==> config.mk <==
export PLATFORM = sky130hd
export DESIGN_NAME = uart_cmd_ctrl
export DESIGN_NICKNAME = d
export VERILOG_FILES = /design/src/rtl/uart_cmd_ctrl.sv
export SDC_FILE = /design/constraint.sdc
export NUM_CORES = 1
export LEC_CHECK = 0
export ABC_AREA = 0
export CAP_MARGIN = 25
export CORE_MARGIN = 1.5
export CORE_UTILIZATION = 50
export CTS_CLUSTER_DIAMETER = 200
export DETAILED_ROUTE_END_ITERATION = 7
export DONT_BUFFER_PORTS = 1
export HOLD_SLACK_MARGIN = 0.03
export PLACE_DENSITY_LB_ADDON = 0.15
export SETUP_SLACK_MARGIN = 0.02
export SYNTH_ARGS = -nofsm -noshare
export SYNTH_HDL_FRONTEND = slang
export SYNTH_SLANG_ARGS = --single-unit
==> constraint.sdc <==
create_clock -name xipMCLK -period 3.09 [get_ports xipMCLK]
set_input_delay 0.309 -clock xipMCLK [delete_from_list [all_inputs] [get_ports xipMCLK]]
set_output_delay 0.309 -clock xipMCLK [all_outputs]
set_load 0.02 [all_outputs]
==> src/rtl/uart_cmd_ctrl.sv <==
// uart_cmd_ctrl
// Command sequencer between the UART byte stream and the register bus.
// Parses host frames ('W' addr data, 'R' addr, 'B' addr N), performs one
// register bus transfer at a time and returns one response byte per transfer
// to the UART transmitter with valid/ready flow control.
//
// Ports:
//   xipMCLK, xinRESET        clock, synchronous active-low reset
//   rx_data, rx_valid        received byte strobe
//   tx_data, tx_valid,
//   tx_ready                 response byte stream (valid/ready)
//   rb_addr, rb_wdata,
//   rb_we, rb_re,
//   rb_rdata, rb_ack         register bus master side
//   busy                     high whenever the sequencer is not idle
//   err_to, err_ovf, err_clr sticky bus-timeout / RX-drop flags and their clear
module uart_cmd_ctrl #(
    parameter int unsigned BUS_TO   = 255,
    parameter int unsigned FRAME_TO = 65535
) (
    input  logic       xipMCLK,
    input  logic       xinRESET,
    input  logic [7:0] rx_data,
    input  logic       rx_valid,
    output logic [7:0] tx_data,
    output logic       tx_valid,
    input  logic       tx_ready,
    output logic [7:0] rb_addr,
    output logic [7:0] rb_wdata,
    output logic       rb_we,
    output logic       rb_re,
    input  logic [7:0] rb_rdata,
    input  logic       rb_ack,
    output logic       busy,
    output logic       err_to,
    output logic       err_ovf,
    input  logic       err_clr
);

    localparam logic [7:0]  OPC_WR     = 8'h57;
    localparam logic [7:0]  OPC_RD     = 8'h52;
    localparam logic [7:0]  OPC_BURST  = 8'h42;
    localparam logic [7:0]  RSP_ACK    = 8'h06;
    localparam logic [7:0]  RSP_TO     = 8'hFF;
    localparam logic [7:0]  BUS_TO_LD  = 8'(BUS_TO - 1);
    localparam logic [15:0] FRAME_TO_LD = 16'(FRAME_TO - 1);

    typedef enum logic [2:0] {
        S_IDLE,
        S_GET_ADDR,
        S_GET_ARG,
        S_BUS_REQ,
        S_BUS_WAIT,
        S_TX_SEND
    } state_t;

    typedef enum logic [1:0] {
        OP_RD,
        OP_WR,
        OP_BURST
    } op_t;

    state_t      state_r,     state_s;
    op_t         op_r,        op_s;
    logic [7:0]  rem_r,       rem_s;        // burst reads still to do after the current one
    logic [7:0]  bus_cnt_r,   bus_cnt_s;    // request cycles left before timeout
    logic [15:0] frame_cnt_r, frame_cnt_s;  // idle cycles left inside a frame
    logic [7:0]  tx_data_r,   tx_data_s;
    logic        tx_valid_r,  tx_valid_s;
    logic [7:0]  rb_addr_r,   rb_addr_s;
    logic [7:0]  rb_wdata_r,  rb_wdata_s;
    logic        rb_we_r,     rb_we_s;
    logic        rb_re_r,     rb_re_s;
    logic        busy_r;
    logic        err_to_r,    err_to_s;
    logic        err_ovf_r,   err_ovf_s;
    logic        to_set_s;
    logic        ovf_set_s;

    // Next-state and next-output computation for the frame sequencer.
    always_comb begin
        state_s     = state_r;
        op_s        = op_r;
        rem_s       = rem_r;
        bus_cnt_s   = bus_cnt_r;
        frame_cnt_s = frame_cnt_r;
        tx_data_s   = tx_data_r;
        tx_valid_s  = tx_valid_r;
        rb_addr_s   = rb_addr_r;
        rb_wdata_s  = rb_wdata_r;
        rb_we_s     = rb_we_r;
        rb_re_s     = rb_re_r;
        to_set_s    = 1'b0;
        ovf_set_s   = 1'b0;

        case (state_r)
            S_IDLE: begin
                if (rx_valid) begin
                    frame_cnt_s = FRAME_TO_LD;
                    rem_s       = 8'd0;
                    if (rx_data == OPC_WR) begin
                        op_s    = OP_WR;
                        state_s = S_GET_ADDR;
                    end else if (rx_data == OPC_RD) begin
                        op_s    = OP_RD;
                        state_s = S_GET_ADDR;
                    end else if (rx_data == OPC_BURST) begin
                        op_s    = OP_BURST;
                        state_s = S_GET_ADDR;
                    end else begin
                        state_s = S_IDLE;
                    end
                end else begin
                    state_s = S_IDLE;
                end
            end
            S_GET_ADDR: begin
                if (rx_valid) begin
                    rb_addr_s   = rx_data;
                    frame_cnt_s = FRAME_TO_LD;
                    if (op_r == OP_RD) begin
                        state_s = S_BUS_REQ;
                    end else begin
                        state_s = S_GET_ARG;
                    end
                end else if (frame_cnt_r == 16'd0) begin
                    state_s = S_IDLE;
                end else begin
                    frame_cnt_s = frame_cnt_r - 16'd1;
                end
            end
            S_GET_ARG: begin
                if (rx_valid) begin
                    frame_cnt_s = FRAME_TO_LD;
                    if (op_r == OP_WR) begin
                        rb_wdata_s = rx_data;
                        state_s    = S_BUS_REQ;
                    end else if (rx_data == 8'd0) begin
                        // zero-length burst: nothing to do, nothing to answer
                        state_s = S_IDLE;
                    end else begin
                        rem_s   = rx_data - 8'd1;
                        state_s = S_BUS_REQ;
                    end
                end else if (frame_cnt_r == 16'd0) begin
                    state_s = S_IDLE;
                end else begin
                    frame_cnt_s = frame_cnt_r - 16'd1;
                end
            end
            S_BUS_REQ: begin
                bus_cnt_s = BUS_TO_LD;
                state_s   = S_BUS_WAIT;
                if (op_r == OP_WR) begin
                    rb_we_s = 1'b1;
                end else begin
                    rb_re_s = 1'b1;
                end
            end
            S_BUS_WAIT: begin
                // ack wins over a timeout expiring in the same cycle
                if (rb_ack) begin
                    rb_we_s    = 1'b0;
                    rb_re_s    = 1'b0;
                    tx_valid_s = 1'b1;
                    tx_data_s  = (op_r == OP_WR) ? RSP_ACK : rb_rdata;
                    state_s    = S_TX_SEND;
                end else if (bus_cnt_r == 8'd0) begin
                    rb_we_s    = 1'b0;
                    rb_re_s    = 1'b0;
                    tx_valid_s = 1'b1;
                    tx_data_s  = RSP_TO;
                    to_set_s   = 1'b1;
                    state_s    = S_TX_SEND;
                end else begin
                    bus_cnt_s = bus_cnt_r - 8'd1;
                end
            end
            S_TX_SEND: begin
                if (tx_ready) begin
                    tx_valid_s = 1'b0;
                    if (rem_r != 8'd0) begin
                        rb_addr_s = rb_addr_r + 8'd1;   // wraps 0xFF -> 0x00
                        rem_s     = rem_r - 8'd1;
                        state_s   = S_BUS_REQ;
                    end else begin
                        state_s = S_IDLE;
                    end
                end else begin
                    state_s = S_TX_SEND;
                end
            end
            default: begin
                state_s    = S_IDLE;
                tx_valid_s = 1'b0;
                rb_we_s    = 1'b0;
                rb_re_s    = 1'b0;
            end
        endcase

        // bytes arriving while a transfer is in flight are never queued
        if (rx_valid && ((state_r == S_BUS_REQ) || (state_r == S_BUS_WAIT) ||
                         (state_r == S_TX_SEND))) begin
            ovf_set_s = 1'b1;
        end else begin
            ovf_set_s = 1'b0;
        end

        if (to_set_s) begin
            err_to_s = 1'b1;
        end else if (err_clr) begin
            err_to_s = 1'b0;
        end else begin
            err_to_s = err_to_r;
        end

        if (ovf_set_s) begin
            err_ovf_s = 1'b1;
        end else if (err_clr) begin
            err_ovf_s = 1'b0;
        end else begin
            err_ovf_s = err_ovf_r;
        end
    end

    // State and output registers with synchronous active-low reset.
    always_ff @(posedge xipMCLK) begin
        if (!xinRESET) begin
            state_r     <= S_IDLE;
            op_r        <= OP_RD;
            rem_r       <= 8'd0;
            bus_cnt_r   <= 8'd0;
            frame_cnt_r <= 16'd0;
            tx_data_r   <= 8'd0;
            tx_valid_r  <= 1'b0;
            rb_addr_r   <= 8'd0;
            rb_wdata_r  <= 8'd0;
            rb_we_r     <= 1'b0;
            rb_re_r     <= 1'b0;
            busy_r      <= 1'b0;
            err_to_r    <= 1'b0;
            err_ovf_r   <= 1'b0;
        end else begin
            state_r     <= state_s;
            op_r        <= op_s;
            rem_r       <= rem_s;
            bus_cnt_r   <= bus_cnt_s;
            frame_cnt_r <= frame_cnt_s;
            tx_data_r   <= tx_data_s;
            tx_valid_r  <= tx_valid_s;
            rb_addr_r   <= rb_addr_s;
            rb_wdata_r  <= rb_wdata_s;
            rb_we_r     <= rb_we_s;
            rb_re_r     <= rb_re_s;
            busy_r      <= (state_s != S_IDLE);
            err_to_r    <= err_to_s;
            err_ovf_r   <= err_ovf_s;
        end
    end

    assign tx_data  = tx_data_r;
    assign tx_valid = tx_valid_r;
    assign rb_addr  = rb_addr_r;
    assign rb_wdata = rb_wdata_r;
    assign rb_we    = rb_we_r;
    assign rb_re    = rb_re_r;
    assign busy     = busy_r;
    assign err_to   = err_to_r;
    assign err_ovf  = err_ovf_r;

endmodule

==> metrics list, run 1 <==
* Outcome: finished clean
- The later pin in the worst-skew pair is clocked with a latency of 350 ps.
- The initial antenna violation count came to 0.
- Dominant synthesized flop cell: dfxtp_1
* Synth Cell Area: 3635 sq um
* Post-route clock period utilization: 0.8598
- Switching power summed over all nets: 0.4371 mW
- Summed over all layers, the routed wires come to 8730 microns.
- Clock Tree Buf Depth: 2
- The tree is rooted in a clkbuf_8.
- Crit path capture: rem_r[7]$_SDFFE_PN0P_
- Tightest Pin Transition: 851.5 ps
- Critical R2R Launch: state_r[0]$_SDFF_PN0_
* Maximum fanout along the worst path: 16
- The max-slew violation count is 0.
- In the routed design, unresolved DRC markers number 0.
* Clock transition at the register clock pins on the worst setup and hold paths after CTS: 80 ps
- The biggest area contributor in the post-synthesis netlist is dfxtp_1.
- After the first detailed-routing iteration, the DRC count stood at 114.
- CTS tree: built
- Of the total power, the share spent switching nets is 0.2350.
- Of the post-synthesis cell area, the dominant cell type holds 0.3690.
- Share of async-settable or async-resettable flops after synthesis: 0
- The count of nets left with antenna violations once routing finished came out at 0.
- Clock tree synthesis found a total of 67 sinks.
- Top post-synthesis cells by area: dfxtp_1 37%, a21oi_1 5.9%, nor2_1 5.0%
- For this design the top-level I/O count stands at 52.
- Yosys printed 0 warnings.
- The worst setup path is of the reg2reg kind.
* Sequential-to-total area share from yosys stat: 0.3690
- The number of global-route vias before repair is 3023.
- Unrepaired setup endpoints after global routing: false
* Routed wirelength normalized by instance count: 16.50 microns
- Hold crit path type: in2reg
* Leakage power: 1.403 nW
* Global-route congestion overflow total: 0
- Peak supply drop: 0.2047 mV
- The top cell types in the final layout, fill and taps aside, are 67 x dfxtp_1, 48 x nor2_1, 43 x a21oi_1, 33 x nand2_1, 16 x o21ai_0.
- Hold buffer count at cts: 0
- Derived from the worst setup path, the maximum achievable clock frequency is 376.4 MHz.
* Area of the core: 6907 sq um
* Cell count of the worst reg-to-reg path: 5
* Portion of total power attributed to sequential cells: 0.482
- The number of hold violations in the final report was 0.
- Deepest level of the CTS H-tree: 3
- Worst hold path startpoint: xinRESET
- The share of total power dissipated in the clock network is 0.459.
- In this run, synthesis inferred 0 flip-flops with an integrated enable.
* Required time of the critical path: 3350 ps
- In the final design database the tool counted 454 nets.
- Effective utilization at floorplan: 0.5263
* Chip Width: 88.26 microns
- After clock tree synthesis, the setup repair step added 0 buffers.
- Port-buffer cells: 0
- Leading cell type in the layout, fill and taps excluded: dfxtp_1
- Entering global routing, the biggest net connects 32 pins.
* Minimum clock period after layout: 2657 ps
- Of the total power, combinational logic draws 0.059.
* First-pass iteration count of the detailed router: 4
* Wire length of the first global-routing pass: 14540 microns
- Crit end category: flip-flop
- Post-Synthesis Cells: 439
- WP data arrival: 2910 ps
- Count of endpoints failing setup in the final report: 0
* Pwr Density: 480.6 nW/um^2
* Number of placement rows: 30
* Cell internal pwr: 1.423 mW
* Flop2flop setup slack: 430 ps
- After routing, the total negative slack on setup checks comes to 0 ps.
* Net count after synthesis: 465
- The worst register-to-register path ends at rem_r[7]$_SDFFE_PN0P_.
- Area enclosed by the die boundary: 7790 sq um
- The clock arrives with 10.18 ps of skew.
- Dividing the synthesized area by the synthesized cell count gives 8.280 sq um.
- Launching element of the worst setup path: state_r[0]$_SDFF_PN0_
- Relative slew margins: 0.4271
- Post-cts repair resize count: 0
- Kind of start point of the critical path: flip-flop
- Max cap viols: 0
- The area growth from synthesis to layout is 6.506%.
- The HPWL after detailed placement is 5962 microns.
- Combined global-route utilization of all metal layers: 0.2366
* Number of register bits inferred by synthesis: 67
* Smallest hold slack: 84.55 ps
- The die is 88.26 microns tall.
- Fraction of final layout cells with drive strength greater than 1: 0.09238
* Vias per std cell: 6.055
- Number of diodes: 0
- The congestion estimate from routability-driven global placement came to 0.8543.
- Across all layers, the routed design uses 3203 vias.
- Netlist cell types: 66
* CTS buffer count: 9
==> sequential cells by signal (all words and copies together), names as in the netlist <==
name / count
op_r: 2
err_to: 1
rem_r: 8
rb_addr: 8
tx_data: 8
rb_we: 1
err_ovf: 1
rb_wdata: 8
rb_re: 1
state_r: 3
bus_cnt_r: 8
frame_cnt_r: 16
tx_valid: 1
busy: 1
==> metal layers <==
| metal | part of all wire | GRT usage | vias up |
|---|---|---|---|
| met1 | 0.47 | 0.3137 | 1531 |
| li1 | - | - | 1590 |
| met3 | 0.051 | 0.05410 | 13 |
| met2 | 0.46 | 0.3727 | 69 |
| met5 | 0 | 0 | - |
| met4 | 0.016 | 0.09801 | 0 |
==> kinds of logic (layout without fill, tap and decap cells) <==
kind of cell | count (synthesis) | count (layout) | share of synthesized area
simple gates | 175 | 175 | 0.2582
fa+ha+maj | 4 | 4 | 0.01377
flops | 67 | 67 | 0.3690
mux | 12 | 12 | 0.03339
buf+inv | 39 | 33 | 0.05370
compound gates | 130 | 130 | 0.2430
xor+xnor | 12 | 12 | 0.02892
==> worst max-delay path, stage by stage (launching register included) <==
cell and delay (ps):
dfxtp_1 660, and3b_1 590, o211ai_1 310, a2bb2oi_1 600, nand2_1 140, o31ai_1 260
==> Yosys cell counts (6+ instances only) <==
master     n
nor3_1    13
o21ai_0   16
a31oi_1    8
clkbuf_1  17
a21oi_1   43
or3_1     12
dfxtp_1   67
o211ai_1   8
nor2_1    48
inv_1     13
o31ai_1   11
xor2_1     6
xnor2_1    6
mux2i_1   11
nand3_1   11
or4_1      9
nand2b_1   6
nand2_1   33
==> through the flow <==
step	instance area, sq um	setup slack, ps	power [mW]	utilization	std cells
finish	3871	433.2	1.860	0.5605	529
global route	3871	184.9	1.934	0.5605	529
CTS	3871	457.7	1.870	0.5605	529
detailed placement	3635	484.4	1.023	0.5263	513
global placement	3635	641.0	1.021	0.5263	513
floorplan	3635	692.0	1.012	-	439
==> worst min path at each step <==
stage	slack [ps]	cells past startpoint	endpoint
finish	80	1	rb_re$_SDFFE_PN0P_
global route	60	1	bus_cnt_r[1]$_SDFFE_PN0P_
CTS	70	1	rb_re$_SDFFE_PN0P_
detailed placement	440	1	rb_re$_SDFFE_PN0P_
global placement	430	1	rb_we$_SDFFE_PN0P_
floorplan	450	2	state_r[1]$_SDFF_PN0_
==> layout make-up <==
type                    count  area, sq um
clock buffers              11        151.4
clock inverters             5        85.08
fillers                   692         3035
inverters                  14        52.55
multi-input cells         333         2098
flip-flops and latches     67         1341
well taps                  96        120.1
repair buffers              3        22.52
==> power by group through the flow <==
stage | Combinational, mW | Sequential (mW) | Clock, mW
5_1_grt | 0.123 | 0.900 | 0.911
2_1_floorplan | 0.101 | 0.910 | 0
3_5_place_dp | 0.107 | 0.916 | 0
4_1_cts | 0.109 | 0.896 | 0.865
3_3_place_gp | 0.106 | 0.915 | 0
6_report | 0.109 | 0.896 | 0.855
No activity file was read; power rests on OpenSTA's default activity.
==> run 2: changes to the inputs <==
REMOVE_ABC_BUFFERS = 1   (was unset)
==> metrics list, run 2 (synthesis gave the netlist of run 1 again) <==
- The flow ran to the end, and the final reports show no timing, DRC or antenna violations.
* Clock Tree Buf Depth: 2 (unchanged)
- Pwr Density: 459.2 nW/um^2 (-4.5%)
- The number of global-route vias before repair is 3096 (+2.4%).
- Chip Width: 88.26 microns (unchanged)
- The site row count is 30 (unchanged).
* Count of endpoints failing setup in the final report: 0 (unchanged)
- Routability congestion estimate from global placement: 0.9486 (+11%)
- Crit end category: flip-flop
* Leakage power: 1.398 nW (-0.37%)
- The initial core utilization came to 0.5263 (unchanged).
* Peak supply drop: 0.2919 mV (+43%)
- The wire length of the first global-routing pass is 14690 microns (+1.0%).
- The maximum fanout along the worst path came to 16 (unchanged).
- Setup Total Neg Slack: 0 ps (unchanged)
- Max FFs per register: 16 (unchanged)
- Combined global-route utilization of all metal layers: 0.2444 (+0.007788)
- The share of the clock period used by the worst path after layout is 0.8683 (+0.008485).
* WP data arrival: 2940 ps (+30 ps)
- The first-iteration detailed-routing DRC count is 145 (+27%).
* Area growth, synth to finish: 5.818%
- The average detailed-routed wire length per instance came to 16.79 microns (+1.8%).
- Post-cts repair resize count: 0 (unchanged)
- The max-slew headroom at the worst pin came to 0.3878 (-0.03926).
* Post-CTS Repair Setup Buffers: 0 (unchanged)
* Largest Register: frame_cnt_r
- The max-capacitance violation count is 0 (unchanged).
- Number of clock sinks: 67 (unchanged)
* Commonest cells after routing, fill and taps aside: 67 x dfxtp_1, 48 x nor2_1, 43 x a21oi_1, 33 x nand2_1, 16 x o21ai_0
- Hold crit path type: in2reg
- The setup path with the least slack is of type reg2reg.
* Final Power: 1.766 mW (-5.1%)
- In this run the worst setup path begins at state_r[0]$_SDFF_PN0_.
- Kind of start point of the critical path: flip-flop
- The clock slew at the register clock pins of the worst setup and hold paths was 70 ps (about the same).
* Deepest level of the CTS H-tree: 3 (unchanged)
* Number of inserted filler cells in the final layout: 670 (-3.2%)
- Global-route congestion overflow total: 0 (unchanged)
- Hold buffer count at cts: 0 (unchanged)
- The final worst clock skew came to 7.802 ps (-2.380 ps).
- The max-slew violation count came to 0 (unchanged).
- Unrepaired setup endpoints after global routing: false
- Area of the core: 6907 sq um (unchanged)
- Number of antenna violations at the first check in global routing: 0 (unchanged)
- The post-detailed-route count of antenna-violating nets is 0 (unchanged).
- Final worst setup slack: 407.0 ps (-26.22 ps)
- The number of hold violations in the final report is 0 (unchanged).
* Largest net degree at the start of global routing: 34 (+6.3%)
- The worst-case setup slack after placement is 509.2 ps (+24.79 ps).
- RR Endpoint: rem_r[7]$_SDFFE_PN0P_
* Die boundary height: 88.26 microns (unchanged)
* Sum of net half-perimeters after detailed placement: 6027 microns (+1.1%)
* Final Non-Filler Cells: 530 (+0.19%)
* Number of vias in the routed layout: 3230 (+0.84%)
- The register-to-register setup slack was 410 ps (-30 ps).
* Clock latency on the worst-skew pair: 350 ps (about the same)
* Hold Path End: rb_re$_SDFFE_PN0P_
- The first-pass iteration count of the detailed router was 4 (unchanged).
- Minimum clock period after layout: 2683 ps (+26.22 ps)
- The cell sitting at the root of the clock tree is a clkbuf_8.
- Final #Nets: 455 (+0.22%)
- The total die area was 7790 sq um (unchanged).
- Post-Route WL: 8901 microns (+2.0%)
* Port-buffer cells: 0 (unchanged)
* Leading cell type in the layout, fill and taps excluded: dfxtp_1
- Number of stages on the worst hold path: 1 (unchanged)
- Number of placed instances with taps included: 514 (+0.19%)
* CTS buffer count: 9 (unchanged)
- Worst hold path startpoint: xinRESET
* Number of diodes: 0 (unchanged)
* CTS tree: built
* Required time of the critical path: 3350 ps (about the same)
- In this run the critical register-to-register path is launched from state_r[0]$_SDFF_PN0_.
- The via density per instance was 6.094 (+0.65%).
* DRC viols: 0 (unchanged)
- Total I/O pin count: 52 (unchanged)
* Fraction of final layout cells with drive strength greater than 1: 0.09217 (-0.0002129)
* Tightest Pin Transition: 910.5 ps (+58.96 ps)
* Achievable clock frequency: 372.7 MHz (-0.98%)
- Cell count of the worst reg-to-reg path: 5 (unchanged)
-- run 2: cell types whose count changed in the layout (fill, tap and decap cells not counted) --
cell,change
clkinv_2,+2
buf_4,+1
bufinv_16,-1
clkbuf_1,+1
clkinv_4,-1
clkinvlp_4,-1
-- run 2: worst max-delay path by stage --
stage / end
2_1_floorplan: rem_r[4]$_SDFFE_PN0P_
3_3_place_gp: rem_r[4]$_SDFFE_PN0P_
3_5_place_dp: rem_r[7]$_SDFFE_PN0P_
4_1_cts: rem_r[7]$_SDFFE_PN0P_
5_1_grt: rem_r[7]$_SDFFE_PN0P_
6_report: rem_r[7]$_SDFFE_PN0P_
-- run 2: cell type report --
cell class | count | area, sq um | share of cell area
clock buffers | 12 | 155.1 | 0.04034
clock inverters | 4 | 48.80 | 0.01269
inverters | 14 | 52.55 | 0.01366
multi-input cells | 333 | 2098 | 0.5455
flip-flops and latches | 67 | 1341 | 0.3487
well taps | 96 | 120.1 | 0.03123
repair buffers | 4 | 30.03 | 0.007807
-- run 2: routing by layer --
metal	wire length, microns	GRT usage	vias to the layer above
li1	-	-	1597
met1	3946	0.2916	1517
met2	4162	0.4039	99
met3	621	0.09608	17
met4	172	0.08097	0
met5	0	0	-
-- run 2: critical path, cell delays in order (launching register included) --
cell and delay [ps]:
dfxtp_1 640, and3b_1 600, o211ai_1 350, a2bb2oi_1 640, nand2_1 140, o31ai_1 240
-- run 2: stage by stage --
| step | hold slack, ps | utilization | instance area, sq um |
|---|---|---|---|
| final | 82.87 | 0.5569 | 3846 |
| after global routing | 63.61 | 0.5569 | 3846 |
| after CTS | 70.21 | 0.5569 | 3846 |
| after detailed placement | 433.2 | 0.5274 | 3642 |
| after global placement | 428.7 | 0.5274 | 3642 |
| after floorplan | 421.2 | - | 3492 |
-- run 2: power breakdown --
part | switching [mW] | internal, mW
registers | 0.0182 | 0.879
clock network | 0.343 | 0.416
logic | 0.0662 | 0.0436
==> run 3: changes to the inputs <==
ABC_AREA = 1   (was 0)
==> metrics list, run 3 <==
- Cell type of the slowest stage on the worst timing path: dfxtp_1
- Post-route clock skew: 7.866 ps (+0.06431 ps)
- The wire length of the first global-routing pass was 15210 microns (+3.5%).
- The count of H-tree levels built during CTS came to 3 (unchanged).
- The instance count of the mapped netlist came to 577 (+31%).
* Number of inserted filler cells in the final layout: 763 (+14%)
* First-pass iteration count of the detailed router: 4 (unchanged)
- STA classifies the critical path endpoint as a flip-flop.
* Max FFs per register: 16 (unchanged)
- The total power per unit cell area is 457.4 nW/um^2 (-0.37%).
* Die boundary height: 89.99 microns (+2.0%)
- Crit path capture: rem_r[4]$_SDFFE_PN0P_
- CTS tree: built
- Launching element of the worst setup path: state_r[0]$_SDFF_PN0_
- Outcome: finished clean
- Sequential-to-total area share from yosys stat: 0.3545 (-0.01452)
- Area growth, synth to finish: 6.581%
- The top-level port count is 52 (unchanged).
- Leaving out fill and tap cells, the most frequent cell in the layout is nand2_1.
- The number of antenna cells inserted came to 0 (unchanged).
- Routed wirelength normalized by instance count: 13.13 microns (-22%)
- Vias per std cell: 5.299 (-13%)
- frame_cnt_r holds more flip-flops than any other register.
- Warning count from the yosys run: 0 (unchanged)
- The layout cell share with drive strength beyond 1 is 0.09359 (+0.001422).
* Clock latency on the worst-skew pair: 340 ps (about the same)
- The worst setup path is launched from a flip-flop.
* Post-cts repair resize count: 0 (unchanged)
- The share of the clock period used by the worst path after layout is 0.7423 (-0.1260).
- Number of clock sinks: 67 (unchanged)
* Proportion of netlist area held by the largest area contributor: 0.3545 (-0.01452)
- Setup repair after global routing left no endpoint under its margin.
- The count of buffers from port buffering is 0 (unchanged).
- Clock transition at the register clock pins on the worst setup and hold paths after CTS: 70 ps (about the same)
* Sum of net half-perimeters after detailed placement: 6377 microns (+5.8%)
- The required time of the critical path was 3340 ps (about the same).
- By instance count, the cell type seen most on the critical path is nand2_1.
- The setup violation total in the final timing report was 0 (unchanged).
- The max-slew violation count is 0 (unchanged).
* Crit path cell chain: nand3_2 -> nand2_1 -> o21ai_2 -> inv_2 -> ha_1 -> nand3_1 -> nor2_2 -> xor2_1 -> nand2_1 -> a21oi_1
- The register-to-register setup slack was 800 ps (+390 ps).
- Routability congestion estimate from global placement: 0.9240 (-2.6%)
- WP depth: 10 (+5)
- Vias in the first global route: 3366 (+8.7%)
- The maximum fanout along the worst path is 21 (+5).
- Effective utilization at floorplan: 0.5189 (-0.007394)
- The number of buffers on the longest clock path is 2 (unchanged).
* Number of placement rows: 31 (+3.3%)
- Post-Route WL: 8878 microns (-0.26%)
- In this run the critical register-to-register path is launched from state_r[0]$_SDFF_PN0_.
- Hold buffer count at cts: 0 (unchanged)
- The critical path's largest stage delay came to 610 ps (-30 ps).
- Peak supply drop: 0.1950 mV (-33%)
* Setup Total Neg Slack: 0 ps (unchanged)
- Tightest Pin Transition: 822.2 ps (-88.21 ps)
- Cell types with the highest counts after synthesis: 137 x nand2_1, 67 x dfxtp_1, 64 x nor2_1
- The path class of the tightest hold or removal check is in2reg.
* Achievable clock frequency: 436.0 MHz (+17%)
- The number of buffer and inverter stages on the critical path is 1 (+1).
* WP data arrival: 2540 ps (-400 ps)
* Number of vias in the routed layout: 3582 (+11%)
* Class of the most critical setup path: reg2reg
- The post-detailed-route count of antenna-violating nets was 0 (unchanged).
- The final non-filler cell area was 4033 sq um (+4.8%).
- The number of cells traversed by the worst hold path was 2 (+1).
* Leading cell type by number of instances after synthesis: nand2_1
- The total die area was 8098 sq um (+4.0%).
* Placed cell areas: 3814 sq um (+4.7%)
* Final Non-Filler Cells: 676 (+28%)
- Count of flip-flops with a built-in enable after synthesis: 0 (unchanged)
- Avg Cell Area, Syn: 6.557 sq um (-21%)
- Number of register bits inferred by synthesis: 67 (unchanged)
- The largest net degree at the start of global routing came to 27 (-21%).
- DRC viols: 0 (unchanged)
- The number of distinct library cells after synthesis was 38 (-42%).
- The number of hold violations in the final report is 0 (unchanged).
- Biggest area consumer among synthesized cells: dfxtp_1
- Number of antenna violations at the first check in global routing: 0 (unchanged)
- The total core area came to 7292 sq um (+5.6%).
* Number of placed instances with taps included: 660 (+28%)
- The share of flip-flops with an asynchronous set or reset came to 0 (unchanged).
* RR Endpoint: rem_r[4]$_SDFFE_PN0P_
* Cell count of the worst reg-to-reg path: 10 (+5)
* Combined global-route utilization of all metal layers: 0.2281 (-0.01632)
- Leakage power: 1.741 nW (+25%)
- Dominant synthesized flop cell: dfxtp_1
- The number of buffers inserted to repair setup after CTS was 0 (unchanged).
* Max cap viols: 0 (unchanged)
* Cell class contributing the biggest share of worst-path delay: simple AND/OR/NAND/NOR gates
- Commonest cells after routing, fill and taps aside: 137 x nand2_1, 67 x dfxtp_1, 64 x nor2_1, 58 x inv_1, 56 x o21ai_0
* Chip Width: 89.99 microns (+2.0%)
- The number of buffers created by CTS is 9 (unchanged).
* Minimum clock period after layout: 2294 ps (-389.4 ps)
- The number of nets in the layout is 598 (+31%).
- The first-iteration detailed-routing DRC count was 135 (-6.9%).
- Relative slew margins: 0.4484 (+0.06061)
- The tree is rooted in a clkbuf_8.
* Top post-synthesis cells by area: dfxtp_1 35%, nand2_1 14%, o21ai_0 7.4%
* Synth Cell Area: 3784 sq um (+4.1%)
* Global-route congestion overflow total: 0 (unchanged)
## run 3: cell types whose count changed after synthesis, sizes merged, moves of 11 or more
cell / delta
nor2: +22
clkbuf: -13
o21ai: +52
nand4: +11
nand3: +27
or3: -12
nand2: +115
inv: +51
or4: -12
mux2i: -11
## run 3: cell families (layout without fill, tap and decap cells)
| kind of cell | after synthesis | in the layout | synth area share |
|---|---|---|---|
| AO/OA/AOI/OAI | 131 | 131 | 0.1855 |
| XOR/XNOR | 9 | 9 | 0.02083 |
| adder cells (fa/ha/maj) | 4 | 4 | 0.01323 |
| buffers and inverters | 84 | 84 | 0.09392 |
| flip-flops | 67 | 67 | 0.3545 |
| AND/OR/NAND/NOR | 282 | 282 | 0.3320 |
## run 3: worst min-delay path by stage
stage | startpoint | to
after floorplan | xinRESET | frame_cnt_r[12]$_SDFFE_PN0P_
final | xinRESET | frame_cnt_r[14]$_SDFFE_PN0P_
after CTS | xinRESET | frame_cnt_r[12]$_SDFFE_PN0P_
after detailed placement | xinRESET | frame_cnt_r[12]$_SDFFE_PN0P_
after global placement | xinRESET | frame_cnt_r[12]$_SDFFE_PN0P_
after global routing | xinRESET | frame_cnt_r[12]$_SDFFE_PN0P_
## run 3: layout make-up
type	instances	area (sq um)	share of cell area
multi-input combinational	426	2087	0.5175
sequential	67	1341	0.3326
inverter	67	254.0	0.06298
clock buffer	12	145.1	0.03599
tap	99	123.9	0.03072
clock inverter	4	73.82	0.01831
timing repair buffer	1	7.507	0.001862
## run 3: metal layers
layer  vias up  global-route usage  wire, microns
met5         -                   0              0
met4         0             0.07275            109
met3        10             0.05499            332
met2        54              0.4046           4369
met1      1638              0.2705           4066
li1       1880                   -              -
## run 3: worst register-to-register path: stages, from the launching register on
cell and delay [ps]:
dfxtp_1 610, nand3_2 430, nand2_1 240, o21ai_2 90, inv_2 80, ha_1 170, nand3_1 90, nor2_2 150
xor2_1 160, nand2_1 60, a21oi_1 110
## run 3: report_power, final
part	switching, mW	internal, mW	total [mW]	leakage (nW)
Clock	0.333	0.477	0.810	0.111
Sequential	0.0173	0.879	0.896	0.545
Combinational	0.0925	0.0458	0.138	1.09
## run 3: through the flow
| stage | hold WS [ps] | power [mW] | util | setup slack, ps |
|---|---|---|---|---|
| 2_1_floorplan | 406.6 | 1.024 | - | 1142 |
| 3_3_place_gp | 412.6 | 1.052 | 0.5230 | 939.4 |
| 3_5_place_dp | 419.1 | 1.054 | 0.5230 | 836.5 |
| 4_1_cts | 56.21 | 1.872 | 0.5530 | 812.1 |
| 5_1_grt | 52.47 | 1.927 | 0.5530 | 534.1 |
| 6_report | 73.13 | 1.845 | 0.5530 | 796.3 |
